<file path="src/rtl/vscale_dbus_router_pkg.sv">
// Shared types and constants for the vscale data-bus router.
// State encodings, transfer-size codes and lane count.
package vscale_dbus_router_pkg;

  localparam int HASTI_SIZE_WIDTH = 3;
  localparam int DBUS_LANES = 4;

  typedef enum logic [1:0] {
    ST_IDLE = 2'd0,
    ST_BUSY = 2'd1,
    ST_ERR  = 2'd2
  } dbus_state_e;

  localparam logic [HASTI_SIZE_WIDTH-1:0] SZ_BYTE = 3'd0;
  localparam logic [HASTI_SIZE_WIDTH-1:0] SZ_HALF = 3'd1;
  localparam logic [HASTI_SIZE_WIDTH-1:0] SZ_WORD = 3'd2;

endpackage

</file>
<file path="src/rtl/vscale_dbus_decoder.sv">
// Address window decode, alignment check and byte-lane strobes.
// Purely combinational; lowest matching window wins.
module vscale_dbus_decoder
  import vscale_dbus_router_pkg::*;
#(
  parameter int N_SLV = 4,
  parameter int ADDR_W = 32,
  parameter logic [N_SLV*ADDR_W-1:0] REGION_BASE = '0,
  parameter logic [N_SLV*ADDR_W-1:0] REGION_MASK = '0
) (
  input  logic [ADDR_W-1:0]           addr,
  input  logic [HASTI_SIZE_WIDTH-1:0] size,
  output logic [N_SLV-1:0]            hit,
  output logic                        unmapped,
  output logic                        misaligned,
  output logic [DBUS_LANES-1:0]       strb
);

  logic [ADDR_W-1:0] base;
  logic [ADDR_W-1:0] mask;

  always_comb begin
    hit = '0;
    base = '0;
    mask = '0;
    for (int i = N_SLV - 1; i >= 0; i--) begin
      base = REGION_BASE[i*ADDR_W +: ADDR_W];
      mask = REGION_MASK[i*ADDR_W +: ADDR_W];
      if ((addr & mask) == base) begin
        hit = '0;
        hit[i] = 1'b1;
      end
    end
  end

  assign unmapped = ~|hit;

  // unknown size codes are treated as misaligned so they error out
  always_comb begin
    misaligned = 1'b1;
    strb = '0;
    case (size)
      SZ_BYTE: begin
        misaligned = 1'b0;
        strb = 4'b0001 << addr[1:0];
      end
      SZ_HALF: begin
        misaligned = addr[0];
        strb = 4'b0011 << {addr[1], 1'b0};
      end
      SZ_WORD: begin
        misaligned = |addr[1:0];
        strb = 4'hF;
      end
      default: begin
        misaligned = 1'b1;
        strb = '0;
      end
    endcase
  end

endmodule

</file>
<file path="src/rtl/vscale_dbus_router.sv">
// Data-side router from the vscale dmem port to N slaves,
// with back-pressure, error completion and wait-state timeout.
module vscale_dbus_router
  import vscale_dbus_router_pkg::*;
#(
  parameter int N_SLV = 4,
  parameter int ADDR_W = 32,
  parameter int DATA_W = 32,
  parameter int IDX_W = 14,
  parameter logic [N_SLV*ADDR_W-1:0] REGION_BASE = '0,
  parameter logic [N_SLV*ADDR_W-1:0] REGION_MASK = '0,
  parameter int TIMEOUT = 16
) (
  input  logic                        clk_i,
  input  logic                        reset,
  input  logic                        dmem_en,
  input  logic                        dmem_wen,
  input  logic [HASTI_SIZE_WIDTH-1:0] dmem_size,
  input  logic [ADDR_W-1:0]           dmem_addr,
  input  logic [DATA_W-1:0]           dmem_wdata_delayed,
  output logic [DATA_W-1:0]           dmem_rdata,
  output logic                        dmem_stall,
  output logic                        dmem_err,
  output logic [N_SLV-1:0]            s_ren,
  output logic [IDX_W-1:0]            s_raddr,
  output logic [N_SLV-1:0]            s_wen,
  output logic [IDX_W-1:0]            s_waddr,
  output logic [DATA_W-1:0]           s_wdata,
  output logic [DBUS_LANES-1:0]       s_wstrb,
  input  logic [N_SLV*DATA_W-1:0]     s_rdata,
  input  logic [N_SLV-1:0]            s_ready
);

  localparam int CNT_W =
    (TIMEOUT > 0) ? $clog2(TIMEOUT + 1) : 1;

  dbus_state_e state_q, state_d;

  logic [N_SLV-1:0]      sel_q;
  logic                  wen_q;
  logic [DBUS_LANES-1:0] strb_q;
  logic [IDX_W-1:0]      waddr_q;
  logic [CNT_W-1:0]      wait_q;

  logic [N_SLV-1:0]      hit;
  logic                  unmapped;
  logic                  misaligned;
  logic [DBUS_LANES-1:0] strb;

  logic busy, rdy, abort, stall;
  logic accept, bad, go;

  vscale_dbus_decoder #(
    .N_SLV      (N_SLV),
    .ADDR_W     (ADDR_W),
    .REGION_BASE(REGION_BASE),
    .REGION_MASK(REGION_MASK)
  ) u_dec (
    .addr      (dmem_addr),
    .size      (dmem_size),
    .hit       (hit),
    .unmapped  (unmapped),
    .misaligned(misaligned),
    .strb      (strb)
  );

  // data-phase qualifiers are forced off while reset is held
  assign busy  = (state_q == ST_BUSY) & ~reset;
  assign rdy   = |(s_ready & sel_q);
  assign abort = busy & ~rdy & (TIMEOUT != 0) &
                 (wait_q == CNT_W'(TIMEOUT));
  assign stall = busy & ~rdy & ~abort;

  assign bad    = unmapped | misaligned;
  assign accept = dmem_en & ~stall & ~reset;
  assign go     = accept & ~bad;

  always_ff @(posedge clk_i) begin
    if (reset) state_q <= ST_IDLE;
    else       state_q <= state_d;
  end

  always_comb begin
    state_d = state_q;
    if (!stall) begin
      if (!accept)  state_d = ST_IDLE;
      else if (bad) state_d = ST_ERR;
      else          state_d = ST_BUSY;
    end
  end

  always_ff @(posedge clk_i) begin
    if (reset) begin
      sel_q   <= '0;
      wen_q   <= 1'b0;
      strb_q  <= '0;
      waddr_q <= '0;
    end else if (!stall) begin
      sel_q   <= go ? hit : '0;
      wen_q   <= go & dmem_wen;
      strb_q  <= (go & dmem_wen) ? strb : '0;
      waddr_q <= (go & dmem_wen) ?
                 dmem_addr[IDX_W+1:2] : '0;
    end
  end

  always_ff @(posedge clk_i) begin
    if (reset)
      wait_q <= '0;
    else if (stall && TIMEOUT != 0)
      wait_q <= wait_q + CNT_W'(1);
    else
      wait_q <= '0;
  end

  always_comb begin
    s_ren      = (go & ~dmem_wen) ? hit : '0;
    s_raddr    = dmem_addr[IDX_W+1:2];
    s_wen      = (busy & wen_q & ~abort) ? sel_q : '0;
    s_waddr    = waddr_q;
    s_wstrb    = strb_q;
    s_wdata    = dmem_wdata_delayed;
    dmem_stall = stall;
    dmem_err   = ((state_q == ST_ERR) & ~reset) | abort;
    dmem_rdata = '0;
    if (busy & rdy & ~wen_q) begin
      for (int i = 0; i < N_SLV; i++)
        if (sel_q[i])
          dmem_rdata = dmem_rdata |
                       s_rdata[i*DATA_W +: DATA_W];
    end
  end

endmodule

</file>
<file path="config.mk">
export PLATFORM = sky130hd
export DESIGN_NAME = vscale_dbus_router
export DESIGN_NICKNAME = d
export VERILOG_FILES = /design/src/rtl/vscale_dbus_router_pkg.sv /design/src/rtl/vscale_dbus_decoder.sv /design/src/rtl/vscale_dbus_router.sv
export SDC_FILE = /design/constraint.sdc
export NUM_CORES = 1
export LEC_CHECK = 0
export CORE_AREA = 2 2 120 122
export CTS_BUF_LIST = sky130_fd_sc_hd__clkbuf_2 sky130_fd_sc_hd__clkbuf_4 sky130_fd_sc_hd__clkbuf_8
export DETAILED_ROUTE_END_ITERATION = 6
export DIE_AREA = 0 0 122 124
export HOLD_SLACK_MARGIN = 0.15
export PLACE_DENSITY_LB_ADDON = 0.2
export SLEW_MARGIN = 20
export SYNTH_ARGS = -nofsm -noshare
export SYNTH_HDL_FRONTEND = slang
export SYNTH_SLANG_ARGS = --single-unit
</file>
<file path="constraint.sdc">
create_clock -name clk_i -period 2.95 [get_ports clk_i]
set_input_delay 0.4425 -clock clk_i [delete_from_list [all_inputs] [get_ports clk_i]]
set_output_delay 0.4425 -clock clk_i [all_outputs]
set_load 0.02 [all_outputs]
</file>
==> impl_results.md, run 1 <==
* Status: complete, no violations
* RSZ-0062 raised after global routing: no
* Fin. max-slew vios at 0
* Met2 Use GR at 0.1222
* Clock Skews at approximately 0.0093 ns
* Kind of start point of the critical path: input pin
* Place WS at -0.04970 ns
* Post-CTS Setup Repair Bufs at 0
* WP buf/inv at 3
* Final hold slack at 0.4706 ns
* Die Ht at between 100 and 150 um
* Drt first-iter violations at 40
* Post-cts hold buffer count at 0
* Die width at between 100 and 150 um
* Fin crit share at 0.9480
* R2R cell count at 4
* HP Class: reg -> reg
* Final setup fails at 0
* Total number of vias at 1740
* First-pass GRT wire length at around 9300 um
* # Max-Cap Violations at 0
* Pwr dens at about 260 nW/um2
* Hold Path Cell Cnt at 2
* Setup TNS at 0 ns
* Mapped Area at about 1800 um2
* Commonest cells after routing, fill and taps aside: clkdlybuf4s50_1, and2_1, dfxtp_1
* Initial Utilization at 0.1315
* Synth Flop Type: dfxtp_1
* Final net count at 506
* Drt drc at 0
* Final non-filler cell total at 480
* # IOs at between 300 and 400
* Die area at approximately 15000 um2
* Total CTS buffers at 3
* Leading post-synthesis cells by cell area: dfxtp_1, buf_4, and2_1
* Avg Cell Area, Syn at between 8 and 9 um2
* Yosys warnings at 0
* CP Depth at 6
* Congestion Overflow GR at 0
* Placed cells at 476
* Setup slack after layout at ~0.15 ns
* Slowest stage delay, CP at between 0.5 and 0.6 ns
* Final wirelength at between 6000 and 7000 um
* Fin. Hold Viols at 0
* Crit path arrival time at approximately 2.4 ns
* Busiest grt layer: met2
* Area leader, netlist: dfxtp_1
* RePlAce Congestion at 0.7066
* Pleak at between 1 and 1.5 nW
* Synth Instances at around 220
* Worst skew pair latency at 0.28 ns
* Yosys reg bits at 26
* Post-DP Area at 2943 um2
* P&R area growth vs syn at 68.38%
* Final HPWL DP at 5538 um
* Avg WL per Cell at 14.37 um
* Most common cell after layout, fill and taps aside: clkdlybuf4s50_1
* Root Driver: clkbuf_8
* Maximum root-to-sink buffer count at 2
* Core footprint at about 14000 um2
* Peak supply drop at 0.0001540 V
* CP max-delay cell: clkdlybuf4s50_1
* Row Count at 43
* Port Buffers at between 100 and 150
* Flop-to-flop setup slack at 1.28 ns
* Gr usage total at 0.08254
* Number of nets still failing antenna checks after routing at 0
* Power, Total at between 0.7 and 0.8 mW
* Final design utilization at 0.2214
* Post-synthesis sequential area ratio at 0.2885
* Met3 Track Usage GR at 0.06868
* Met1 Resource Use GR at 0.08513
* EDFF count, synth at 0
* Antenna violations before repair at 0
* CP top delay family: buffers and inverters
* H-tree levels at 1
* Ant diodes at 0
* Achievable Freq at roughly 360 MHz
* Cells along the critical path: clkdlybuf4s50_1 -> buf_4 -> or4b_4 -> o21ai_4 -> nor3_1 -> clkdlybuf4s50_1
* Critical path endpoint category: output port
* Largest net degree at the start of global routing at 33
* CTS tree: built
* Synth cell types at ~40
* Crit path required time at around 2.5 ns
* Post-synth ARST share at 0
* Final min period at roughly 2.8 ns
* Clock slew at reported path FFs at roughly 0.11 ns
* Clock net sink count at 26
* Crit Path Class: in -> out
* Area share of the largest cell type after synthesis at 0.2885
* Via-per-instance ratio at between 3 and 4
* Drt pass-1 iters at 4
* Final instance area at about 3000 um2
* Layout cells sized above 1 at 0.08333
* Worst-path fanout max at 4
* Most Frequent Cell on Critical Path: clkdlybuf4s50_1
* Number of global-route vias before repair at ~1600
[worst min-delay path, cell delays in order (launching register included)]
cell	delay, ns
dfxtp_1	0.32
nand3_1	0.06
o31ai_1	0.05
[cell families (layout without fill, tap and decap cells)]
family,Yosys count,in the layout,synth area share
simple gates,86,86,0.2843
fa+ha+maj,2,2,0.01387
compound gates,32,32,0.1387
other cells,1,6,0.002078
buf+inv,67,145,0.2580
xor+xnor,3,3,0.01457
flops,26,26,0.2885
[where the power goes]
part | total (mW) | switching [mW] | internal (mW)
Clock | 0.245 | 0.125 | 0.120
Sequential | 0.359 | 0.00363 | 0.355
Combinational | 0.193 | 0.0817 | 0.112
Total | 0.797 | 0.211 | 0.586
[per-layer routing]
metal  vias to the layer above  wire [um]
li1                        840          -
met3                         8       1571
met2                       129       2742
met4                         0        108
met1                       763       2473
met5                         -          0
[sequential cells by signal (all words and copies together), names as in the netlist]
name	cells
s_wstrb	4
state_q	1
wait_q	5
wen_q	1
sel_q	1
s_waddr	14
[final timing paths]
path                            startpoint         end
worst max-delay path            s_ready[0]    s_ren[0]
worst min-delay path            s_waddr[5]  s_waddr[5]
worst max register to register  state_q[1]  state_q[1]
worst min register to register  s_waddr[5]  s_waddr[5]
[what timing repair did]
action / 4_1_cts / 5_1_grt
pin swaps: 1 / 0
gates resized for setup: 13 / 21
endpoints found under the setup margin: 32 / 20
[layout make-up]
cell class / count / area (um2)
fillers: 1497 / 10680
repair buffers: 136 / 1375
multi-input cells: 129 / 843.3
flip-flops and latches: 26 / 520.5
well taps: 180 / 225.2
clock buffers: 4 / 55.05
inverters: 5 / 18.77
[cells in the mapped netlist, drive strengths merged, types with 2 or more instances]
cell / number
nor3b: 2
nand3: 18
o21ai: 2
inv: 5
ha: 2
o2bb2ai: 3
dfxtp: 26
nor2: 5
xor2: 2
or4b: 2
buf: 54
and2: 32
o31ai: 15
a21oi: 3
nand2: 16
clkbuf: 8
nor3: 2
o22ai: 2
Power figures use the tool's default switching activity.
==> run 2, diff against run 1 <==
--- a/config.mk
+++ b/config.mk
@@ -11,6 +11,7 @@
 export DIE_AREA = 0 0 122 124
 export HOLD_SLACK_MARGIN = 0.15
 export PLACE_DENSITY_LB_ADDON = 0.2
+export SKIP_LAST_GASP = 1
 export SLEW_MARGIN = 20
 export SYNTH_ARGS = -nofsm -noshare
 export SYNTH_HDL_FRONTEND = slang
==> constraint.sdc (replaced) <==
create_clock -name clk_i -period 2.95 [get_ports clk_i]
set_input_delay 0.295 -clock clk_i [delete_from_list [all_inputs] [get_ports clk_i]]
set_output_delay 0.295 -clock clk_i [all_outputs]
set_load 0.02 [all_outputs]
==> run 2 against run 1 <==
Effect of this change:
- critical path depth unchanged
- sequential power about the same
- sequential share of layout area increased by 0.35 points
- clock-buffer cell count decreased by 1
- register-to-register slack about the same
==> impl_results.md, run 2 (same netlist as run 1, synthesis figures left out) <==
* Status: complete, no violations
* CP max-delay cell: or4b_2
* Final instance area at 2977 um2 (-2.0%)
* Highest routed layer: met4
* Die width at 122 um (unchanged)
* Power share of the clock group at 0.365 (+0.058)
* Final HPWL DP at 5490 um (-0.86%)
* Congestion Overflow GR at 0 (unchanged)
* Final design utilization at 0.2170 (-0.004469)
* Fin crit share at 0.9237 (-0.02429)
* RSZ-0062 raised after global routing: no
* Place WS at 0.2725 ns (+0.3222 ns)
* Commonest cells after routing, fill and taps aside: clkdlybuf4s50_1, and2_1, dfxtp_1
* Power, Total at 0.8635 mW (+8.4%)
* Post-CTS Setup Repair Bufs at 0 (unchanged)
* Initial Utilization at 0.1315 (unchanged)
* Core footprint at 13720 um2 (unchanged)
* Most common cell after layout, fill and taps aside: clkdlybuf4s50_1
* Crit path arrival time at 2.43 ns (+0.08 ns)
* Sequential Power Share at 0.415 (-0.035)
* Avg WL per Cell at 14.39 um (+0.17%)
* Setup TNS at 0 ns (unchanged)
* Comb pwr share at 0.220 (-0.023)
* H-tree levels at 1 (unchanged)
* Worst-path fanout max at 4 (unchanged)
* Number of nets still failing antenna checks after routing at 0 (unchanged)
* Switching Fraction at 0.2514 (-0.01292)
* Layout cells sized above 1 at 0.06780 (-0.01554)
* Drt drc at 0 (unchanged)
* # IOs at 309 (unchanged)
* Fillers at 1511 (+0.94%)
* Slowest stage delay, CP at 0.63 ns (+0.07 ns)
* Peak supply drop at 0.0002288 V (+49%)
* Row Count at 43 (unchanged)
* Final min period at 2.725 ns (-0.07166 ns)
* Achievable Freq at 367.0 MHz (+2.6%)
* Final wirelength at 6837 um (-0.87%)
* Area of the multi-input gates at 837.1 um2 (-0.74%)
* Port Buffers at 123 (unchanged)
* Final non-filler cell total at 475 (-1.0%)
* Pwr dens at 290.1 nW/um2 (+11%)
* # Max-Cap Violations at 0 (unchanged)
* Pleak at 1.046 nW (-30%)
* Drt pass-1 iters at 3 (-1)
* Crit Path Class: reg -> out
* Setup slack after layout at 0.2250 ns (+0.07166 ns)
* Clock net sink count at 26 (unchanged)
* Post-DP Area at 2905 um2 (-1.3%)
* Maximum root-to-sink buffer count at 2 (unchanged)
* Gr usage total at 0.08320 (+0.0006605)
* Cells along the critical path: inv_1 -> ha_1 -> nand4bb_1 -> or4b_2 -> a21oi_1 -> clkdlybuf4s50_1
* Die area at 15130 um2 (unchanged)
* Final net count at 501 (-0.99%)
* Kind of start point of the critical path: flip-flop
* Ant diodes at 0 (unchanged)
* Fin. Hold Viols at 0 (unchanged)
* Largest net degree at the start of global routing at 33 (unchanged)
* Cell-internal power at 0.6464 mW (+10%)
* Final hold slack at 0.4680 ns (-0.002573 ns)
* Clock Skews at 0.005561 ns (-0.003727 ns)
* Fin. max-slew vios at 0 (unchanged)
* Crit path required time at 2.65 ns (+0.14 ns)
* Placed cells at 471 (-1.1%)
* Final setup fails at 0 (unchanged)
* Number of global-route vias before repair at 1576 (-1.4%)
* Post-cts hold buffer count at 0 (unchanged)
* WL met3 at 1532 um (-2.5%)
* Total number of vias at 1722 (-1.0%)
* RePlAce Congestion at 0.6908 (-2.2%)
* Psw at 0.2171 mW (+3.1%)
* Antenna violations before repair at 0 (unchanged)
* Root Driver: clkbuf_8
* Clock slew at reported path FFs at 0.11 ns (about the same)
* Die Ht at 124 um (unchanged)
* WL met1 at 2460 um (-0.53%)
* Routed wl met2 at 2712 um (-1.1%)
* Worst skew pair latency at 0.28 ns (about the same)
* Via-per-instance ratio at 3.625 (about the same)
* Drt first-iter violations at 33 (-18%)
* HP Class: reg -> reg
* Post-cts sizing count at 0 (-13)
* Max reg flops at 14 (unchanged)
* FF/Latch Area at 520.5 um2 (unchanged)
* Total CTS buffers at 3 (unchanged)
* First-pass GRT wire length at 9315 um (about the same)
* CTS tree: built
* Critical path endpoint category: output port
* P&R area growth vs syn at 64.98%
## run 2: cell count changes in the layout (fill, tap and decap cells not counted)
| cell | before | now |
|---|---|---|
| buf_4 | 12 | 7 |
| bufinv_16 | 0 | 1 |
| clkbuf_8 | 4 | 3 |
| clkdlybuf4s50_1 | 90 | 123 |
| dlygate4sd2_1 | 13 | 0 |
| dlymetal6s2s_1 | 20 | 0 |
| nor3b_2 | 0 | 1 |
| nor3b_4 | 1 | 0 |
## run 2: power groups by stage
stage | clock [mW] | combinational [mW] | sequential (mW)
detailed placement | 0 | 0.192 | 0.367
global route | 0.336 | 0.205 | 0.360
global placement | 0 | 0.192 | 0.367
CTS | 0.328 | 0.193 | 0.359
floorplan | 0 | 0.146 | 0.369
finish | 0.315 | 0.190 | 0.359
## run 2: final cells by class
cell class                      instances  share of cell area
Clock inverter                          1             0.01009
Sequential cell                        26              0.1749
Clock buffer                            3             0.01387
Multi-Input combinational cell        129              0.2812
Timing Repair Buffer                  131              0.4380
Tap cell                              180             0.07566
Inverter                                5            0.006305
## run 2: worst paths after layout
| path | startpoint | endpoint | slack [ns] | depth (start not counted) |
|---|---|---|---|---|
| max | wait_q[0] | dmem_err | 0.22 | 6 |
| min | s_waddr[2] | s_waddr[2] | 0.47 | 2 |
| max reg2reg | state_q[1] | state_q[1] | 1.27 | 4 |
| min reg2reg | s_waddr[2] | s_waddr[2] | 0.47 | 2 |
## run 2: worst max-delay path: cells and delay by family, from the launching register on
family,cells,cell delay (ns)
AND/OR/NAND/NOR,2,0.76
buffers and inverters,2,0.69
flip-flops,1,0.35
AO/OA/AOI/OAI,1,0.19
adder cells (fa/ha/maj),1,0.16
## run 2: routing by layer
layer	track usage	vias to the layer above
met5	0	-
li1	-	832
met3	0.06868	13
met2	0.1243	122
met1	0.08508	755
met4	0.03376	0
==> run 3, diff against run 2 <==
--- a/config.mk
+++ b/config.mk
@@ -7,10 +7,12 @@
 export LEC_CHECK = 0
 export CORE_AREA = 2 2 120 122
 export CTS_BUF_LIST = sky130_fd_sc_hd__clkbuf_2 sky130_fd_sc_hd__clkbuf_4 sky130_fd_sc_hd__clkbuf_8
+export CTS_CLUSTER_DIAMETER = 200
 export DETAILED_ROUTE_END_ITERATION = 6
 export DIE_AREA = 0 0 122 124
 export HOLD_SLACK_MARGIN = 0.15
 export PLACE_DENSITY_LB_ADDON = 0.2
+export SETUP_SLACK_MARGIN = 0.5
 export SKIP_LAST_GASP = 1
 export SLEW_MARGIN = 20
 export SYNTH_ARGS = -nofsm -noshare
==> run 3 against run 2 <==
Effect of this change:
- wire length up 0.18%
- via count about the same
- sequential power about the same
- power down 0.29%
- die area unchanged
- critical path depth unchanged
- register-to-register slack about the same
- cell count unchanged
- flip-flop and latch count unchanged
- hold slack about the same
- utilization down 0.28 points
- highest routed layer unchanged
==> impl_results.md, run 3 (same netlist as run 1, synthesis figures left out) <==
* Post-DP Area at 2905 um2 (unchanged)
* Final instance area at 2938 um2 (-1.3%)
* Drt first-iter violations at 31 (-6.1%)
* Peak supply drop at 0.0002288 V (about the same)
* Place WS at 0.2725 ns (unchanged)
* Number of nets still failing antenna checks after routing at 0 (unchanged)
* Maximum root-to-sink buffer count at 2 (unchanged)
* Setup slack after layout at 0.6064 ns (+0.3815 ns)
* Psw at 0.2173 mW (about the same)
* Switching Fraction at 0.2524 (+0.0009338)
* Antenna violations before repair at 0 (unchanged)
* Drt drc at 0 (unchanged)
* Comb pwr share at 0.217 (-0.003)
* Die width at 122 um (unchanged)
* Final HPWL DP at 5490 um (unchanged)
* Pleak at 1.218 nW (+16%)
* Root Driver: clkbuf_8
* Port Buffers at 123 (unchanged)
* Worst skew pair latency at 0.28 ns (about the same)
* CTS tree: built
* Pwr dens at 293.1 nW/um2 (+1.0%)
* Clock Skews at 0.005598 ns (+0.00003678 ns)
* Power share of the clock group at 0.366 (about the same)
* Fin. max-slew vios at 0 (unchanged)
* CP max-delay cell: clkdlybuf4s50_1
* Achievable Freq at 426.7 MHz (+16%)
* Worst-path fanout max at 32 (+28)
* Total number of vias at 1723 (+0.058%)
* Avg WL per Cell at 14.42 um (+0.18%)
* P&R area growth vs syn at 62.83%
* Initial Utilization at 0.1315 (unchanged)
* Clock net sink count at 26 (unchanged)
* Via-per-instance ratio at 3.627 (about the same)
* WP buf/inv at 3 (+1)
* RSZ-0062 raised after global routing: no
* Drt pass-1 iters at 3 (unchanged)
* Sequential Power Share at 0.417 (+0.002)
* Crit path arrival time at 2.05 ns (-0.38 ns)
* Total CTS buffers at 3 (unchanged)
* Fillers at 1538 (+1.8%)
* Congestion Overflow GR at 0 (unchanged)
* Clock slew at reported path FFs at 0.10 ns (about the same)
* Largest net degree at the start of global routing at 33 (unchanged)
* Final min period at 2.344 ns (-0.3815 ns)
* RePlAce Congestion at 0.6908 (unchanged)
* Post-cts hold buffer count at 0 (unchanged)
* Flop-to-flop setup slack at 1.27 ns (about the same)
* Slowest stage delay, CP at 0.42 ns (-0.21 ns)
* Final setup fails at 0 (unchanged)
* H-tree levels at 1 (unchanged)
* Die Ht at 124 um (unchanged)
* Gr usage total at 0.08349 (+0.0002899)
* Final net count at 501 (unchanged)
* Crit path required time at 2.65 ns (about the same)
* # Max-Cap Violations at 0 (unchanged)
* # IOs at 309 (unchanged)
* CP top delay family: buffers and inverters
* Number of global-route vias before repair at 1582 (+0.38%)
* Ant diodes at 0 (unchanged)
* Layout cells sized above 1 at 0.07797 (+0.01017)
* Die area at 15130 um2 (unchanged)
* Most common cell after layout, fill and taps aside: clkdlybuf4s50_1
* Cells along the critical path: clkdlybuf4s50_1 -> or3b_1 -> nor3b_2 -> buf_12 -> and2_1 -> dlygate4sd2_1
* Status: complete, no violations
* Core footprint at 13720 um2 (unchanged)
* Max reg flops at 14 (unchanged)
* Cell-internal power at 0.6437 mW (-0.41%)
* Kind of start point of the critical path: input pin
* Fin. Hold Viols at 0 (unchanged)
* Fin crit share at 0.7944 (-0.1293)
* Setup TNS at 0 ns (unchanged)
* Commonest cells after routing, fill and taps aside: clkdlybuf4s50_1, dlygate4sd2_1, and2_1
* Final wirelength at 6849 um (+0.18%)
* Crit Path Class: in -> out
* Critical path endpoint category: output port
* Row Count at 43 (unchanged)
* First-pass GRT wire length at 9349 um (+0.37%)
* HP Class: reg -> reg
-- run 3: cell count changes in the layout (fill, tap and decap cells not counted), sizes merged --
| cell | previous run | this run |
|---|---|---|
| clkbuf | 3 | 4 |
| clkdlybuf4s50 | 123 | 87 |
| dlygate4sd2 | 0 | 35 |
-- run 3: cell type report --
type                    instances  area, um2  share of cell area
clock buffers                   3      41.29             0.01405
clock inverters                 1      30.03             0.01022
inverters                       5      18.77            0.006388
multi-input cells             129      843.3              0.2871
flip-flops and latches         26      520.5              0.1772
well taps                     180      225.2             0.07666
repair buffers                131       1259              0.4285
-- run 3: final timing paths --
check | start | end | depth (start not counted)
min | s_waddr[2] | s_waddr[2] | 2
min reg2reg | s_waddr[2] | s_waddr[2] | 2
max | reset | dmem_rdata[10] | 6
max reg2reg | state_q[1] | state_q[1] | 4
-- run 3: metrics by stage --
stage               cells  utilization  hold slack (ns)  power, mW
finish                475       0.2141           0.4680     0.8610
global route          475       0.2141           0.4944     0.8986
CTS                   475       0.2140           0.4731     0.8765
detailed placement    471       0.2118           0.4491     0.5588
global placement      471       0.2118           0.4471     0.5589
floorplan             222            -           0.4297     0.5157
-- run 3: repair_timing --
item | CTS | global route
gates resized for setup | 37 | 4
buffers inserted | 0 | 0
setup endpoints to repair | 36 | 2
pin swaps | 1 | 0
-- run 3: metal layers --
| metal | part of all wire | global-route usage | up-vias |
|---|---|---|---|
| met1 | 0.36 | 0.08536 | 756 |
| li1 | - | - | 832 |
| met3 | 0.23 | 0.06868 | 13 |
| met2 | 0.40 | 0.1250 | 122 |
| met4 | 0.019 | 0.03376 | 0 |
| met5 | 0 | 0 | - |
-- run 3: worst min-delay path, stage by stage (launching register included) --
cell and delay, ns:
dfxtp_1 0.32, nand3_1 0.06, o31ai_1 0.05
-- run 3: power groups by stage --
stage               sequential [mW]  clock (mW)  combinational, mW
global placement              0.367           0              0.192
detailed placement            0.367           0              0.192
floorplan                     0.369           0              0.146
finish                        0.359       0.315              0.187
global route                  0.360       0.336              0.203
CTS                           0.359       0.328              0.190
